## config.mk

```make
export PLATFORM = sky130hd
export DESIGN_NAME = frame_streamer
export DESIGN_NICKNAME = d
export VERILOG_FILES = /design/src/rtl/skel_pkg.sv /design/src/rtl/slot_timer.sv /design/src/rtl/frame_streamer.sv
export SDC_FILE = /design/constraint.sdc
export NUM_CORES = 1
export LEC_CHECK = 0
export BUFFER_PORTS_ARGS = -buffer_cell sky130_fd_sc_hd__buf_2
export CORE_ASPECT_RATIO = 1.2
export CORE_UTILIZATION = 59
export DETAILED_ROUTE_END_ITERATION = 8
export PLACE_DENSITY = 0.91
export SLEW_MARGIN = 0
export SYNTH_ARGS = -nofsm -noshare
export SYNTH_HDL_FRONTEND = slang
export SYNTH_HIERARCHICAL = 1
export SYNTH_SLANG_ARGS = --single-unit
```

## constraint.sdc

```tcl
create_clock -name clk -period 4.4 [get_ports clk]
set_clock_uncertainty 0.05 [all_clocks]
set_input_delay 0.22 -clock clk [delete_from_list [all_inputs] [get_ports clk]]
set_output_delay 0.22 -clock clk [all_outputs]
set_load 0.05 [all_outputs]
```

## src/rtl/skel_pkg.sv

```systemverilog
// rtl/skel_pkg.sv - shared skeletonization constants and frame streamer state type
package skel_pkg;

  localparam int FRAME_N     = 8;
  localparam int BIT_SIZE    = 6;
  localparam int PIXEL_WIDTH = 8;
  localparam int NPIX        = FRAME_N * FRAME_N;
  localparam int SLOT_CYCLES = 2;

  typedef enum logic [2:0] {
    IDLE,
    PRIME,
    WRITE,
    GAP,
    READ,
    FIN
  } stream_state_t;

endpackage

```

## src/rtl/slot_timer.sv

```systemverilog
// rtl/slot_timer.sv - two-cycle slot phase toggle and slot index counter with terminal flag
module slot_timer
  import skel_pkg::*;
#(
  parameter int W    = BIT_SIZE + 1,
  parameter int LAST = NPIX - 1
) (
  input  logic         clk,
  input  logic         rst_n,
  input  logic         run,
  input  logic         count,
  input  logic         freeze,
  output logic         ph,
  output logic [W-1:0] idx,
  output logic         last
);

  logic slot_end;

  assign last     = (idx == W'(LAST));
  assign slot_end = (ph == 1'(SLOT_CYCLES - 1));

  // The index wraps to 0 after the terminal slot so the next pass starts clean.
  always_ff @(posedge clk or negedge rst_n) begin
    if (!rst_n) begin
      ph  <= 1'b0;
      idx <= '0;
    end else if (!run) begin
      ph  <= 1'b0;
      idx <= '0;
    end else if (!freeze) begin
      ph <= ~ph;
      if (count && slot_end) begin
        idx <= last ? '0 : idx + 1'b1;
      end
    end
  end

endmodule

```

## src/rtl/frame_streamer.sv

```systemverilog
// rtl/frame_streamer.sv - frame write/read pass sequencer onto the shared pixel bus (optional HOLD_EN freeze input)
module frame_streamer
  import skel_pkg::*;
#(
  parameter int N          = FRAME_N,
  parameter int bitSize    = BIT_SIZE,
  parameter int pixelWidth = PIXEL_WIDTH
) (
  input  logic                  clk,
  input  logic                  rst_n,
`ifdef HOLD_EN
  input  logic                  hold,
`endif
  input  logic                  start,
  output logic [bitSize:0]      mem_addr,
  input  logic [pixelWidth-1:0] mem_rdata,
  output logic [bitSize:0]      pix_addr,
  output logic [pixelWidth-1:0] pix_data,
  output logic                  we,
  output logic                  busy,
  output logic                  done
);

  localparam int              FRAME_PIX = N * N;
  localparam int              AW        = bitSize + 1;
  localparam logic [bitSize:0] LAST_ADDR = AW'(FRAME_PIX - 1);

  stream_state_t  state;
  logic           run;
  logic           count;
  logic           freeze;
  logic           ph;
  logic [bitSize:0] idx;
  logic           last;
  logic [bitSize:0] next_slot;
  logic [bitSize:0] next_fetch;

  assign run   = (state == PRIME) || (state == WRITE) || (state == GAP) || (state == READ);
  assign count = (state == WRITE) || (state == READ);

`ifdef HOLD_EN
  assign freeze = hold & run;
`else
  assign freeze = 1'b0;
`endif

  slot_timer #(
    .W    (AW),
    .LAST (FRAME_PIX - 1)
  ) u_slot_timer (
    .clk    (clk),
    .rst_n  (rst_n),
    .run    (run),
    .count  (count),
    .freeze (freeze),
    .ph     (ph),
    .idx    (idx),
    .last   (last)
  );

  // Slot being entered at the next boundary, and the prefetch address for the slot after it.
  always_comb begin
    next_slot  = '0;
    next_fetch = '0;
    if (state == WRITE) begin
      next_slot = idx + 1'b1;
    end
    next_fetch = (next_slot == LAST_ADDR) ? next_slot : next_slot + 1'b1;
  end

  // Bus outputs only move on ph=1 edges, so each slot is held for both phases.
  always_ff @(posedge clk or negedge rst_n) begin
    if (!rst_n) begin
      state    <= IDLE;
      mem_addr <= '0;
      pix_addr <= '0;
      pix_data <= '0;
      we       <= 1'b0;
      busy     <= 1'b0;
      done     <= 1'b0;
    end else if (!freeze) begin
      case (state)
        IDLE: begin
          if (start) begin
            state <= PRIME;
            busy  <= 1'b1;
          end
        end
        PRIME: begin
          if (ph) begin
            state    <= WRITE;
            we       <= 1'b1;
            pix_addr <= '0;
            pix_data <= mem_rdata;
            mem_addr <= next_fetch;
          end
        end
        WRITE: begin
          if (ph) begin
            if (last) begin
              state    <= GAP;
              we       <= 1'b0;
              pix_addr <= '0;
              pix_data <= '0;
              mem_addr <= '0;
            end else begin
              pix_addr <= next_slot;
              pix_data <= mem_rdata;
              mem_addr <= next_fetch;
            end
          end
        end
        GAP: begin
          if (ph) begin
            state    <= READ;
            pix_addr <= '0;
          end
        end
        READ: begin
          if (ph) begin
            if (last) begin
              state    <= FIN;
              busy     <= 1'b0;
              done     <= 1'b1;
              pix_addr <= '0;
            end else begin
              pix_addr <= idx + 1'b1;
            end
          end
        end
        FIN: begin
          done  <= 1'b0;
          state <= IDLE;
        end
        default: state <= IDLE;
      endcase
    end
  end

endmodule
```

==> results.ini, run 1 <==
[critical_path]
crit_chain = or3b_4 > nor2_1 > ha_1 > nor3b_4 > nand3_2 > or3_1 > a32o_1
critPathTopFamily = simple AND/OR/NAND/NOR gates
end_kind = register
start_kind = register
crit_type = reg -> reg
cp.buffers_inverters = 0
cp.arrival_ps = 2870
crit_slowest_cell = dfrtp_1
cp_slowest_stage_delay_ps = 600
crit_required_ps = 4580
crit_fanout = 14

[sta]
slew_headroom = 0.333
fin_hold_ws_ps = 45.1
tightest_slew_ps = 994
final-hold-violation-count = 0
rsz0062_at_grt = no
finalCritPeriodShare = 0.610
setup_viol = 0
timing.setup.tns_ps = 0
fmax_ghz = 0.373
fin_crit_ps = 2680
slew_viol_final = 0

[power]
vdd_drop_max_v = 0.000489
p_leak_uw = 0.00101
powerDensity_mw_per_mm2 = 619

[synthesis]
ys_warn_count = 6
synth-edff-count = 0
synth.avg_cell_area_um2 = 9.86
netlist_instances = 197
synth_cell_type_count = 50
synth_seq_cells = 36
netlist_top_cells_area = dfrtp_1 (46%), a22o_1 (4.1%), nand2_1 (4.1%)
async_flop_share = 1.00
yosysSeqAreaShare = 0.464
synth_area_leader_cell = dfrtp_1
synthFlopType = dfrtp_1
synth_area_mm2 = 0.00194
yosysTopAreaCellShare = 0.464

[global_route]
antenna_found_initial = 0
grt_pass1_wl_um = 6420
grt_max_degree = 37
grt_pass1_vias = 1477
gr-usage-all-layers = 0.255
gr-total-overflow = 0

[hold_path]
worstHoldPathType = in -> reg

[cts]
cts_buffers = 5
cts_tree = done
cts_setup_buffers = 0
htreeDepth = 2
clk_latency_ps = 340
clock_path_buffers = 2
path_clk_slew_ps = 100
cts_root_buffer = clkbuf_4
clkSinkCount = 36

[routing]
finalWirelength_um = 3870
drtPass1Iterations = 4
vias = 1647
drtIter0Drc = 41
viasPerCell = 6.08
drcViolationCount = 0
detail-route-antenna-nets = 0
wl_per_cell_um = 14.3

[placed_design]
hpwlAfterDp_um = 2750
io_buffers = 35
gp_congestion = 0.831

[final_layout]
layout_commonest_cell = dfrtp_1
drive_gt1_frac = 0.221
final_cell_mix = dfrtp_1 (36), buf_2 (35), nand2_1 (21)
area_growth_pct = 13.0
fin_nets = 248
fin_util = 0.706
diodes = 0

[floorplanning]
coreArea_mm2 = 0.00311
initial_core_util = 0.624
die_h_um = 64.8
pin_count = 36
row_count = 22
die_w_um = 54.4
dieArea_mm2 = 0.00353

[job]
maxCapViolCount = 0

[run_status]
status = finished clean

Yosys cell counts, types with 3 or more instances:
cell type  instances
a21oi_1            9
a22o_1             9
a32o_1             3
clkbuf_1           4
dfrtp_1           36
ha_1               3
inv_1              7
nand2_1           21
nand3_1            8
nor2_1            10
nor2b_1            6
o211ai_1           3
o21ai_0           14
o31ai_1            3
or3_1              6
xnor2_1            6
xor2_1             5
flip-flops by register name, summed over array words and instances, names as in the netlist:
register / cells
u_slot_timer/idx: 7
pix_data: 8
mem_addr: 7
pix_addr: 7
busy: 1
state: 3
u_slot_timer/ph: 1
done: 1
we: 1
where the power goes:
| group | total [uW] | internal, uW | switching (uW) | leakage [uW] |
|---|---|---|---|---|
| clock network | 185 | 76.0 | 109 | 0.0000380 |
| registers | 531 | 417 | 114 | 0.000472 |
| logic | 643 | 197 | 445 | 0.000502 |
path summary, 6_finish.rpt:
| path | cells past startpoint | to | startpoint | slack (ps) |
|---|---|---|---|---|
| worst max register to register | 7 | mem_addr[0] | state[1] | 1720 |
| worst min register to register | 2 | mem_addr[6] | mem_addr[6] | 440 |
| worst min-delay path | 2 | pix_data[4] | mem_rdata[4] | 50 |
| worst max-delay path | 7 | mem_addr[0] | state[1] | 1720 |
| min in group asynchronous | 2 | pix_addr[0] | rst_n | 430 |
| max in group asynchronous | 2 | state[2] | rst_n | 3380 |
metrics by stage:
| stage | setup WS [ps] | area (um^2) | std cells | total power [uW] |
|---|---|---|---|---|
| floorplan | 2090 | 1950 | 199 | 1040 |
| global placement | 1880 | 2120 | 262 | 1160 |
| detailed placement | 1760 | 2120 | 262 | 1180 |
| CTS | 1710 | 2190 | 271 | 1370 |
| global route | 1520 | 2190 | 271 | 1450 |
| finish | 1720 | 2190 | 271 | 1360 |
routing by layer:
metal,track usage,wire length (um),up-vias
li1,-,-,800
met1,0.312,1660,790
met2,0.399,1940,47
met3,0.0728,178,10
met4,0.122,89,0
met5,0,0,-
logic make-up after synthesis:
| family | after synthesis | share of synthesized area |
|---|---|---|
| adders and majority gates | 3 | 0.0193 |
| buffers and inverters | 15 | 0.0374 |
| DFF | 36 | 0.464 |
| other | 1 | 0.00193 |
| AOI/OAI and AO/OA | 58 | 0.209 |
| xor gates and xnor gates | 11 | 0.0496 |
| and+or+nand+nor | 73 | 0.218 |
repair_timing:
| item | in CTS | in global routing |
|---|---|---|
| hold buffers | 1 | 0 |
| gates resized for setup | 0 | 0 |
| endpoints found under the hold margin | 36 | 0 |
cell type report:
cell class              count  area (um^2)
multi-input cells         148          976
fillers                   246          916
flip-flops and latches     36          901
repair buffers             36          185
clock buffers               6         51.3
well taps                  36         45.0
inverters                   7         26.3
clock inverters             2         10.0
Note: power is estimated with default switching activity, not from simulation.
==> inputs of run 2 (changes only) <==
- CORE_UTILIZATION: 59 -> 49
- PLACE_DENSITY: 0.91 -> 0.82
- clock period: 4.4 -> 2.2 ns (I/O delays scaled with it)
==> run 2 against run 1 <==
  * Die area grew 20%
  * Via count grew 3.8%
  * Sequential power grew 74%
==> results.ini, run 2 (same netlist as run 1, synthesis figures left out) <==
[floorplanning]
die_w_um = 59.5
coreArea_mm2 = 0.00372
row_count = 24
die_h_um = 71.0
initial_core_util = 0.522
dieArea_mm2 = 0.00422
pin_count = 36

[critical_path]
rr_endpoint = mem_addr[0]
end_kind = register
crit_fanout = 4
start_kind = register
crit_required_ps = 2320
cp.arrival_ps = 2280
timing.rr.start = state[2]
worstRegToRegCells = 7
rrSetupSlack_ps = 50
crit_type = reg -> reg

[job]
maxCapViolCount = 0

[final_layout]
multi_input_area_um2 = 991
final_cell_mix = buf_2 (35), dfrtp_1 (34), nand2_1 (21)
drive_gt1_frac = 0.296
area_growth_pct = 26.9
largest_reg_flops = 8
fillers = 332
regMostFlops = pix_data
fin_nets = 273
instances_no_fill = 312
layout_commonest_cell = buf_2
diodes = 0
final-seq-area_um2 = 903
final_area_mm2 = 0.00246

[cts]
path_clk_slew_ps = 70
cts_root_buffer = clkbuf_8
htreeDepth = 2
clk_latency_ps = 280
cts_tree = done
cts_buffers = 5
clkSinkCount = 36
clock_path_buffers = 2

[routing]
viasPerCell = 5.48
vias = 1709
drcViolationCount = 0
drtPass1Iterations = 4
detail-route-antenna-nets = 0
finalWirelength_um = 4330
wl_per_cell_um = 13.9
drtIter0Drc = 65

[run_status]
status = finished clean

[sta]
fmax_ghz = 0.464
slew_viol_final = 0
rsz0062_at_grt = yes
timing.setup.tns_ps = 0
tightest_slew_ps = 783
fin_crit_ps = 2150
setup_ws_ps = 46.3
finalCritPeriodShare = 0.979
setup_viol = 0
slew_headroom = 0.478
final-hold-violation-count = 0

[global_route]
gr-total-overflow = 0
grt_max_degree = 37
grt_pass1_vias = 1616
gr-usage-all-layers = 0.223
grt_pass1_wl_um = 7070
antenna_found_initial = 0

[placed_design]
placedInstanceArea_mm2 = 0.00229
io_buffers = 35
gp_congestion = 0.793
dp_cells = 297
hpwlAfterDp_um = 2960
place_ws_ps = 36.0

[power]
vdd_drop_max_v = 0.000550
power_uw = 3020
powerDensity_mw_per_mm2 = 1230
p_leak_uw = 0.00114

[hold_path]
min_to = pix_data[5]
worstHoldPathType = in -> reg
hp-start = mem_rdata[5]
hold_depth = 2

## run 2: worst max path at each step
stage | from | endpoint | cells after the start
finish | state[2] | mem_addr[0] | 7
global route | state[2] | mem_addr[0] | 7
CTS | state[0] | mem_addr[0] | 7
detailed placement | state[0] | mem_addr[0] | 7
global placement | state[0] | mem_addr[0] | 7
floorplan | state[2] | mem_addr[0] | 8
## run 2: stage by stage
step / util / hold WS [ps]
3_5_place_dp: 0.616 / 186
4_1_cts: 0.657 / 0.952
2_1_floorplan: - / -236
3_3_place_gp: 0.616 / 180
5_1_grt: 0.662 / 7.13
6_report: 0.662 / 1.18
## run 2: worst max-delay path, stage by stage (launching register included)
cell and delay, ps:
dfrtp_1 380, or3b_4 430, nor2_4 110, ha_1 160
nor3b_4 220, nand3_2 100, or3_1 330, a32o_1 250
## run 2: per-layer routing
| metal | vias up | track usage | part of all wire |
|---|---|---|---|
| li1 | 844 | - | - |
| met1 | 803 | 0.280 | 0.45 |
| met2 | 52 | 0.361 | 0.50 |
| met3 | 10 | 0.0420 | 0.034 |
| met4 | 0 | 0.108 | 0.023 |
| met5 | - | 0 | 0 |
## run 2: area by class of cell
class                           count  share of cell area
Clock buffer                        6              0.0335
Clock inverter                      2             0.00406
Inverter                            7              0.0107
Multi-Input combinational cell    148               0.402
Sequential cell                    36               0.367
Tap cell                           52              0.0264
Timing Repair Buffer               61               0.156
## run 2: where the power goes
part,switching (uW),internal [uW]
Sequential,85.7,840
Combinational,1080,539
Clock,222,249
## run 2: repair_timing
item                                    CTS  global route
endpoints found under the setup margin    0             3
endpoints found under the hold margin    41             0
hold buffers                              6             0
setup buffers                             0             1
resized for setup                         0             3
==> inputs of run 3 (changes only) <==
- CORE_UTILIZATION: 49 -> 55
- PLACE_DENSITY: 0.82 -> 0.86
- clock period: 2.2 -> 2.1 ns (I/O delays scaled with it)
==> run 3 against run 2 <==
  * The run now ends with setup timing left
  * Fmax shrank 1.7%
  * Worst setup slack lost 140 ps
  * Sequential share of layout area shrank 1.1 points
  * Total power grew 5.9%
  * Worst hold slack gained 88 ps
  * Die area shrank 11%
  * Global-route usage grew 4.6 points
  * Cell area grew 2.9%
  * Combinational power grew 8%
  * Sequential cell count is the same
  * Utilization grew 9.1 points
  * Critical endpoint unchanged
  * Largest cell class unchanged
==> results.ini, run 3 (same netlist as run 1, synthesis figures left out) <==
[sta]
setup_ws_ps = -90.2
fmax_ghz = 0.457
timing.setup.tns_ps = -106
fin_crit_ps = 2190
setup_viol = 3
slew_headroom = 0.473
tightest_slew_ps = 790
slew_viol_final = 0
finalCritPeriodShare = 1.04
rsz0062_at_grt = yes
final-hold-violation-count = 0

[floorplanning]
initial_core_util = 0.577
pin_count = 36
dieArea_mm2 = 0.00377
row_count = 23
die_h_um = 67.1
die_w_um = 56.2
coreArea_mm2 = 0.00337

[critical_path]
crit_chain = or3b_4 > nor2_4 > ha_4 > nor3b_4 > nand3_2 > or3_1 > a32o_1
timing.rr.start = state[0]
crit_type = reg -> reg
startpoint = state[0]
crit_slowest_cell = or3b_4
cp.buffers_inverters = 0
cp_slowest_stage_delay_ps = 420
cp.arrival_ps = 2320
crit_required_ps = 2230
critPathTopFamily = simple AND/OR/NAND/NOR gates
crit_fanout = 3
end_kind = register
start_kind = register

[final_layout]
fin_nets = 281
instances_no_fill = 304
area_growth_pct = 30.5
drive_gt1_frac = 0.318
diodes = 0
regMostFlops = pix_data
fillers = 233
final_cell_mix = dfrtp_1 (35), buf_2 (35), buf_4 (25)
largest_reg_flops = 8

[placed_design]
io_buffers = 35
dp_cells = 288
place_ws_ps = -50.0
gp_congestion = 0.863
hpwlAfterDp_um = 3090

[cts]
clk_latency_ps = 290
cts_tree = done
clock_path_buffers = 2
path_clk_slew_ps = 70
cts_buffers = 5
htreeDepth = 2
cts_root_buffer = clkbuf_8
clkSinkCount = 36

[routing]
wl_per_cell_um = 15.4
finalWirelength_um = 4690
drcViolationCount = 0
viasPerCell = 5.84
detail-route-antenna-nets = 0
drtIter0Drc = 73
drtPass1Iterations = 4
vias = 1775

[run_status]
violations = setup timing
status = finished with violations

[power]
swShare = 0.467
internal_power_uw = 1710
power_uw = 3200
p_clk_frac = 0.142
powerDensity_mw_per_mm2 = 1260
p_switching_uw = 1490
p_leak_uw = 0.00117
seq_power_share = 0.310
vdd_drop_max_v = 0.00126
p_comb_frac = 0.547

[global_route]
antenna_found_initial = 0
gr-usage-all-layers = 0.268
gr-total-overflow = 0
grt_pass1_vias = 1699
grt_pass1_wl_um = 7590
grt_max_degree = 37

[hold_path]
hp-start = start
worstHoldPathType = in -> reg

[job]
maxCapViolCount = 0

## run 3: cell types whose count changed in the layout (fill, tap and decap cells not counted), moves of 2 or more
| cell | before | now |
|---|---|---|
| buf_4 | 20 | 25 |
| dlygate4sd3_1 | 6 | 9 |
| ha_1 | 3 | 1 |
| ha_4 | 0 | 2 |
| nor3b_1 | 2 | 0 |
| nor3b_2 | 0 | 2 |
## run 3: power groups by stage
| stage | logic (uW) | clock network [uW] | registers (uW) |
|---|---|---|---|
| floorplan | 724 | 0 | 1470 |
| global placement | 1650 | 0 | 984 |
| detailed placement | 1680 | 0 | 1000 |
| CTS | 1710 | 468 | 985 |
| global route | 1890 | 495 | 1010 |
| finish | 1750 | 455 | 992 |
## run 3: path summary, 6_finish.rpt
path,endpoint,slack [ps],depth (start not counted)
worst max-delay path,mem_addr[0],-90,7
worst min-delay path,state[0],90,3
worst max register to register,mem_addr[0],-90,7
worst min register to register,pix_addr[6],420,2
max in group asynchronous,u_slot_timer/idx[0],1070,2
min in group asynchronous,u_slot_timer/idx[5],380,2
## run 3: repair_timing
| action | in CTS | in global routing |
|---|---|---|
| setup buffers | 0 | 0 |
| gates resized for setup | 2 | 7 |
| hold buffers | 9 | 0 |
| pin swaps | 2 | 6 |
| endpoints found under the setup margin | 2 | 6 |
| endpoints found under the hold margin | 44 | 0 |
## run 3: metrics by stage
| step | hold slack (ps) | instance area (um^2) | utilization |
|---|---|---|---|
| CTS | 88.1 | 2500 | 0.742 |
| global placement | 173 | 2320 | 0.690 |
| floorplan | -241 | 1960 | - |
| finish | 89.4 | 2530 | 0.753 |
| detailed placement | 173 | 2320 | 0.690 |
| global route | 101 | 2530 | 0.753 |
## run 3: worst reg2reg max path, delay by kind of cell, from the launching register on
kind / cells / cell delay [ps]
AND/OR/NAND/NOR: 5 / 1280
flip-flops: 1 / 380
adder cells (fa/ha/maj): 1 / 150
AO/OA/AOI/OAI: 1 / 220
## run 3: per-layer routing
metal | vias up | wire length (um) | track usage | part of all wire
li1 | 858 | - | - | -
met4 | 0 | 133 | 0.137 | 0.028
met1 | 839 | 1900 | 0.302 | 0.41
met3 | 13 | 237 | 0.0621 | 0.051
met5 | - | 0 | 0 | 0
met2 | 65 | 2410 | 0.476 | 0.51
## run 3: layout make-up
type                            instances  area [um^2]  share of cell area
Sequential cell                        36          902               0.356
Clock inverter                          1         5.00             0.00197
Timing Repair Buffer                   69          453               0.179
Tap cell                               37         46.3              0.0183
Clock buffer                            6         72.6              0.0286
Inverter                                7         26.3              0.0104
Multi-Input combinational cell        148         1030               0.406
